`src/rtl/freq_report_tx.sv`:
```
// -----------------------------------------------------------------------------
// freq_report_tx
//   Framed 8N1 UART transmitter for frequency-counter reports. A 32-bit report
//   word is latched when a send request is accepted. It goes out as a sync
//   byte followed by the four data bytes, low byte first, with bits LSB first.
//   When FREQ_REPORT_CHECKSUM_EN is defined, an XOR checksum byte of all
//   preceding bytes is appended. busy also clears the counter's interrupt, so
//   each report is sent exactly once.
//
// Parameters
//   CLK_DIV   : clock cycles per UART bit (2..65535)
//   SYNC_BYTE : first byte of every packet
//
// Ports
//   clk    in   system clock, rising edge
//   nreset in   asynchronous active-low reset
//   data   in   32-bit report word, sampled only on the accept edge
//   send   in   level request, accepted when busy is low
//   tx     out  serial line, idle high (registered)
//   busy   out  high from the cycle after accept until the frame completes
//
// Build option
//   FREQ_REPORT_CHECKSUM_EN : append the XOR checksum byte (6 bytes per frame)
// -----------------------------------------------------------------------------
module freq_report_tx #(
  parameter int unsigned CLK_DIV   = 234,
  parameter logic [7:0]  SYNC_BYTE = 8'hA5
) (
  input  logic        clk,
  input  logic        nreset,
  input  logic [31:0] data,
  input  logic        send,
  output logic        tx,
  output logic        busy
);

  localparam int unsigned   TW           = (CLK_DIV > 1) ? $clog2(CLK_DIV) : 1;
  localparam logic [TW-1:0] TIMER_RELOAD = TW'(CLK_DIV - 1);
  localparam logic [TW-1:0] TIMER_ONE    = TW'(1);

`ifdef FREQ_REPORT_CHECKSUM_EN
  localparam logic [2:0] LAST_IDX = 3'd5;
`else
  localparam logic [2:0] LAST_IDX = 3'd4;
`endif

  typedef enum logic [1:0] {
    IDLE  = 2'd0,
    START = 2'd1,
    DATA  = 2'd2,
    STOP  = 2'd3
  } state_e;

  state_e        state_q;
  logic [TW-1:0] timer_q;
  logic [2:0]    bit_cnt_q;
  logic [2:0]    idx_q;
  logic [7:0]    shift_q;
  logic [31:0]   shadow_q;
  logic          tx_q;
  logic          busy_q;
  logic [2:0]    idx_d;
  logic [7:0]    byte_d;
`ifdef FREQ_REPORT_CHECKSUM_EN
  logic [7:0]    csum_q;
`endif

  // Byte for a given packet position; index 5 is only reachable with checksum.
  function automatic logic [7:0] byte_sel(input logic [2:0]  idx,
                                          input logic [31:0] word,
                                          input logic [7:0]  csum);
    case (idx)
      3'd0:    byte_sel = SYNC_BYTE;
      3'd1:    byte_sel = word[7:0];
      3'd2:    byte_sel = word[15:8];
      3'd3:    byte_sel = word[23:16];
      3'd4:    byte_sel = word[31:24];
      3'd5:    byte_sel = csum;
      default: byte_sel = 8'h00;
    endcase
  endfunction

  // Next byte index and the byte that will be loaded into the shifter for it.
  always_comb begin
    idx_d = idx_q + 3'd1;
`ifdef FREQ_REPORT_CHECKSUM_EN
    byte_d = byte_sel(idx_d, shadow_q, csum_q);
`else
    byte_d = byte_sel(idx_d, shadow_q, 8'h00);
`endif
  end

  // Transmit FSM: bit timing, byte sequencing and the registered tx/busy outputs.
  always_ff @(posedge clk or negedge nreset) begin
    if (!nreset) begin
      state_q   <= IDLE;
      timer_q   <= '0;
      bit_cnt_q <= 3'd0;
      idx_q     <= 3'd0;
      shift_q   <= 8'h00;
      shadow_q  <= 32'h0000_0000;
      tx_q      <= 1'b1;
      busy_q    <= 1'b0;
`ifdef FREQ_REPORT_CHECKSUM_EN
      csum_q    <= 8'h00;
`endif
    end else begin
      case (state_q)
        IDLE: begin
          if (send) begin
            // Accept: the start bit is on the line from the next cycle.
            shadow_q  <= data;
            idx_q     <= 3'd0;
            bit_cnt_q <= 3'd0;
            shift_q   <= SYNC_BYTE;
`ifdef FREQ_REPORT_CHECKSUM_EN
            // Cleared accumulator XOR the sync byte being loaded.
            csum_q    <= SYNC_BYTE;
`endif
            timer_q   <= TIMER_RELOAD;
            tx_q      <= 1'b0;
            busy_q    <= 1'b1;
            state_q   <= START;
          end else begin
            timer_q <= '0;
            tx_q    <= 1'b1;
            busy_q  <= 1'b0;
          end
        end

        START: begin
          if (timer_q == '0) begin
            tx_q      <= shift_q[0];
            shift_q   <= {1'b0, shift_q[7:1]};
            bit_cnt_q <= 3'd0;
            timer_q   <= TIMER_RELOAD;
            state_q   <= DATA;
          end else begin
            timer_q <= timer_q - TIMER_ONE;
          end
        end

        DATA: begin
          if (timer_q == '0) begin
            timer_q <= TIMER_RELOAD;
            if (bit_cnt_q == 3'd7) begin
              tx_q    <= 1'b1;
              state_q <= STOP;
            end else begin
              bit_cnt_q <= bit_cnt_q + 3'd1;
              tx_q      <= shift_q[0];
              shift_q   <= {1'b0, shift_q[7:1]};
            end
          end else begin
            timer_q <= timer_q - TIMER_ONE;
          end
        end

        STOP: begin
          if (timer_q == '0) begin
            if (idx_q < LAST_IDX) begin
              idx_q   <= idx_d;
              shift_q <= byte_d;
`ifdef FREQ_REPORT_CHECKSUM_EN
              csum_q  <= csum_q ^ byte_d;
`endif
              tx_q    <= 1'b0;
              timer_q <= TIMER_RELOAD;
              state_q <= START;
            end else begin
              // Frame complete; busy drops so a held send re-accepts next cycle.
              tx_q    <= 1'b1;
              busy_q  <= 1'b0;
              timer_q <= '0;
              state_q <= IDLE;
            end
          end else begin
            timer_q <= timer_q - TIMER_ONE;
          end
        end

        default: begin
          tx_q    <= 1'b1;
          busy_q  <= 1'b0;
          timer_q <= '0;
          state_q <= IDLE;
        end
      endcase
    end
  end

  assign tx   = tx_q;
  assign busy = busy_q;

endmodule
```
`config.mk`:
```
export PLATFORM = sky130hd
export DESIGN_NAME = freq_report_tx
export DESIGN_NICKNAME = d
export VERILOG_FILES = /design/src/rtl/freq_report_tx.sv
export SDC_FILE = /design/constraint.sdc
export NUM_CORES = 1
export LEC_CHECK = 0
export BUFFER_PORTS_ARGS = -buffer_cell sky130_fd_sc_hd__buf_4
export CORE_MARGIN = 4
export CORE_UTILIZATION = 54
export CTS_BUF_LIST = sky130_fd_sc_hd__clkbuf_4 sky130_fd_sc_hd__clkbuf_8
export DETAILED_ROUTE_END_ITERATION = 12
export PLACE_DENSITY = 0.75
export SETUP_SLACK_MARGIN = 0.5
export SYNTH_ARGS = -nofsm -noshare
export SYNTH_HDL_FRONTEND = slang
export SYNTH_SLANG_ARGS = --single-unit
export TNS_END_PERCENT = 20
```
`constraint.sdc`:
```
create_clock -name clk -period 2.3 [get_ports clk]
set_input_delay 0.46 -clock clk [delete_from_list [all_inputs] [get_ports clk]]
set_output_delay 0.46 -clock clk [all_outputs]
set_load 0.02 [all_outputs]
```
==> impl_metrics.csv <==
group,metric,value,unit
setup_path,end_kind,"flop",
grt,antenna_found_initial,0,
setup_path,crit_type,"reg2reg",
placement,dp_hpwl,4390,um
setup_path,startpoint_type,"flop",
pwr,p_leak,1.76,nW
final_layout,nets,356,
pwr,swShare,21.9,%
run_status,outcome,"finished clean",
die,die_area,6740,um2
detailed_routing,drc_errors,0,
setup_path,cp_top_family,"flip-flops",
grt,grt_first_pass_wirelength,10600,um
setup_path,cp.required,2520,ps
placement,numPortBuffers,36,
synth,synth_top_cell_by_area,"dfrtp_1",
synth,synth-seq-cells,58,
final_layout,post-route-util,73.1,%
detailed_routing,via_per_inst,5.87,
die,start_util,56.9,%
timing,grt_setup_unrepaired,"yes",
clock_tree,clkSlewWorstSetupHoldPaths,70,ps
pwr,clockPowerShare,43.3,%
timing,finalSetupViolCount,0,
setup_path,cp_max_fo,6,
synth,synth-edff-count,0,
clock_tree,clk_latency,340,ps
grt,grt_pass1_vias,2232,
detailed_routing,dr.pass1.iters,4,
timing,fin_worst_skew,7.25,ps
clock_tree,cts_hold_buf,0,
synth,synthMostInstantiatedCell,"dfrtp_1",
clock_tree,numCtsBuffers,9,
clock_tree,cts_tree,"built",
synth,synth.top_cells.by_count,"dfrtp_1 (57), mux2_2 (41), a21oi_1 (14), ha_1 (13), o21ai_0 (12)",
timing,holdWs,162,ps
pwr,power.internal,1.49,mW
synth,netlist_area,2960,um2
timing,max_slew.worst_pin.slew,728,ps
final_layout,drive_gt1_share,45.4,%
die,row_count,26,
final_layout,multi_input_area,1590,um2
die,fp.dieW,82.1,um
pwr,power.switching,0.418,mW
detailed_routing,vias,2250,
detailed_routing,drt_iter0_drc,132,
synth,yosysWarnings,0,
synth,synth_cell_types,46,
detailed_routing,routed_wl,6650,um
timing,relSlewSlack,51.5,%
die,die_h,82.1,um
clock_tree,cts.path.max_buffers,2,
clock_tree,cts_num_sinks,58,
synth,synth_area_leaders,"dfrtp_1 (48%), mux2_2 (16%), ha_1 (5.5%)",
setup_path,slowest_stage,"dfrtp_1",
synth,async_flop_share,100,%
setup_path,cp_cell_sequence,"buf_6 -> ha_4 -> nor3_4 -> a31oi_4 -> a21oi_4 -> buf_12 -> mux2_2",
pwr,p_seq_share,53.4,%
final_layout,fin_area,3800,um2
pwr,power,1.91,mW
detailed_routing,detail_route.wl_per_cell,17.4,um
grt,grt_max_degree,59,
synth,synth_cells,256,
timing,slew_violations,0,
final_layout,fillers,362,
worst_hold_path,hold_path.class,"in2async",
die,coreArea,5200,um2
synth,ys_seq_area_share,49.0,%
die,io_pins,37,
detailed_routing,ant_nets,0,
setup_path,critical_path_arrival,2130,ps
final_layout,num_antenna_cells,0,
placement,globalplace.congestion,0.835,
clock_tree,clockRootBuffer,"clkbuf_8",
clock_tree,cts.htree.levels,3,
grt,grt_overflow,0,
final_layout,seqCellArea,1460,um2
pwr,vdd_drop_max,0.363,mV
timing,fmax,523,MHz
timing,min_period_over_period,83.1,%
grt,grt_usage,21.1,%
placement,dpl_cell_area,3380,um2
synth,ys.flop_type,"dfrtp_1",
pwr,power.density,503,nW/um2
final_layout,syn_to_final_growth,28.3,%
timing,fin_setup_tns,0,ps
setup_path,path_buf_inv,2,
timing,min_period,1910,ps
pwr,combPwrFrac,3.4,%
job,cap_violations,0,
timing,hold_viol,0,
synth,synth_top_area_share,48.1,%
setup_path,slowest_delay,440,ps
synth,syn_nets,304,
synth,postSynthAreaPerCell,11.6,um2
-- cells by family after synthesis --
logic type / after synthesis / synth area share, %
XOR/XNOR: 5 / 1.48
AO/OA/AOI/OAI: 63 / 15.1
multiplexers: 46 / 17.3
AND/OR/NAND/NOR: 47 / 8.53
adder cells (fa/ha/maj): 13 / 5.49
buffers and inverters: 24 / 3.17
flip-flops: 58 / 49.0
-- flip-flops by register name, summed over array words and instances, names as in the netlist --
signal,flops
shadow_q,32
bit_cnt_q,3
idx_q,3
tx,1
timer_q,8
state_q,2
busy,1
shift_q,8
-- placed cells by master, fill, tap and decap left out, drive strengths merged, types with 2 or more instances in the layout --
cell type / instances
nand3: 2
a21oi: 15
nand2b: 7
mux2i: 5
nand2: 11
buf: 54
nor2: 11
o2bb2ai: 4
o31ai: 3
a221oi: 4
a222oi: 4
a32oi: 4
clkinv: 4
inv: 10
ha: 13
a22oi: 4
nor3: 3
clkbuf: 13
mux2: 41
xnor2: 3
a31oi: 3
nor4: 5
o21ai: 12
xor2: 2
dfrtp: 57
-- per-layer routing --
layer  vias to the layer above  share of wire (%)  track usage [%]
li1                       1056                  -                -
met1                      1123                 44             28.3
met2                        64                 50             33.2
met3                         7                4.8             3.36
met4                         0                1.2             10.8
met5                         -                  0                0
-- power by group through the flow --
stage,Clock (mW),Combinational (mW),Sequential (mW)
2_1_floorplan,0,0.00119,1.04
3_3_place_gp,0,0.0656,1.04
3_5_place_dp,0,0.0663,1.04
4_1_cts,0.838,0.0662,1.02
5_1_grt,0.884,0.0726,1.02
6_report,0.827,0.0643,1.02
-- path summary, 6_finish.rpt --
kind / start / end / slack [ps] / cells after the start
min: nreset / timer_q[7]$_DFF_PN0_ / 160 / 1
min reg2reg: shadow_q[15]$_DFFE_PN0P_ / shadow_q[15]$_DFFE_PN0P_ / 510 / 1
max: state_q[1]$_DFFE_PN0P_ / shift_q[6]$_DFFE_PN0P_ / 390 / 7
max in group asynchronous: nreset / state_q[0]$_DFFE_PN0P_ / 1590 / 1
min in group clk: data[5] / shadow_q[5]$_DFFE_PN0P_ / 340 / 2
max reg2reg: state_q[1]$_DFFE_PN0P_ / shift_q[6]$_DFFE_PN0P_ / 390 / 7
-- cell type report --
type | count | area share (%)
multi-input combinational | 174 | 41.8
sequential | 58 | 38.3
timing repair buffer | 55 | 12.1
clock buffer | 12 | 4.01
tap | 70 | 2.30
inverter | 10 | 0.987
clock inverter | 4 | 0.526
-- through the flow --
step / setup WS [ps] / instances
after floorplan: 428 / 256
after global placement: 261 / 356
after detailed placement: 215 / 356
after CTS: 437 / 379
after global routing: 316 / 383
final: 389 / 383
-- repair_timing --
action	4_1_cts	5_1_grt
setup endpoints to repair	48	50
buffers inserted	7	3
pin swaps	4	5
gates resized for setup	16	18
gates cloned	0	1
(Power assumes the default switching activity.)
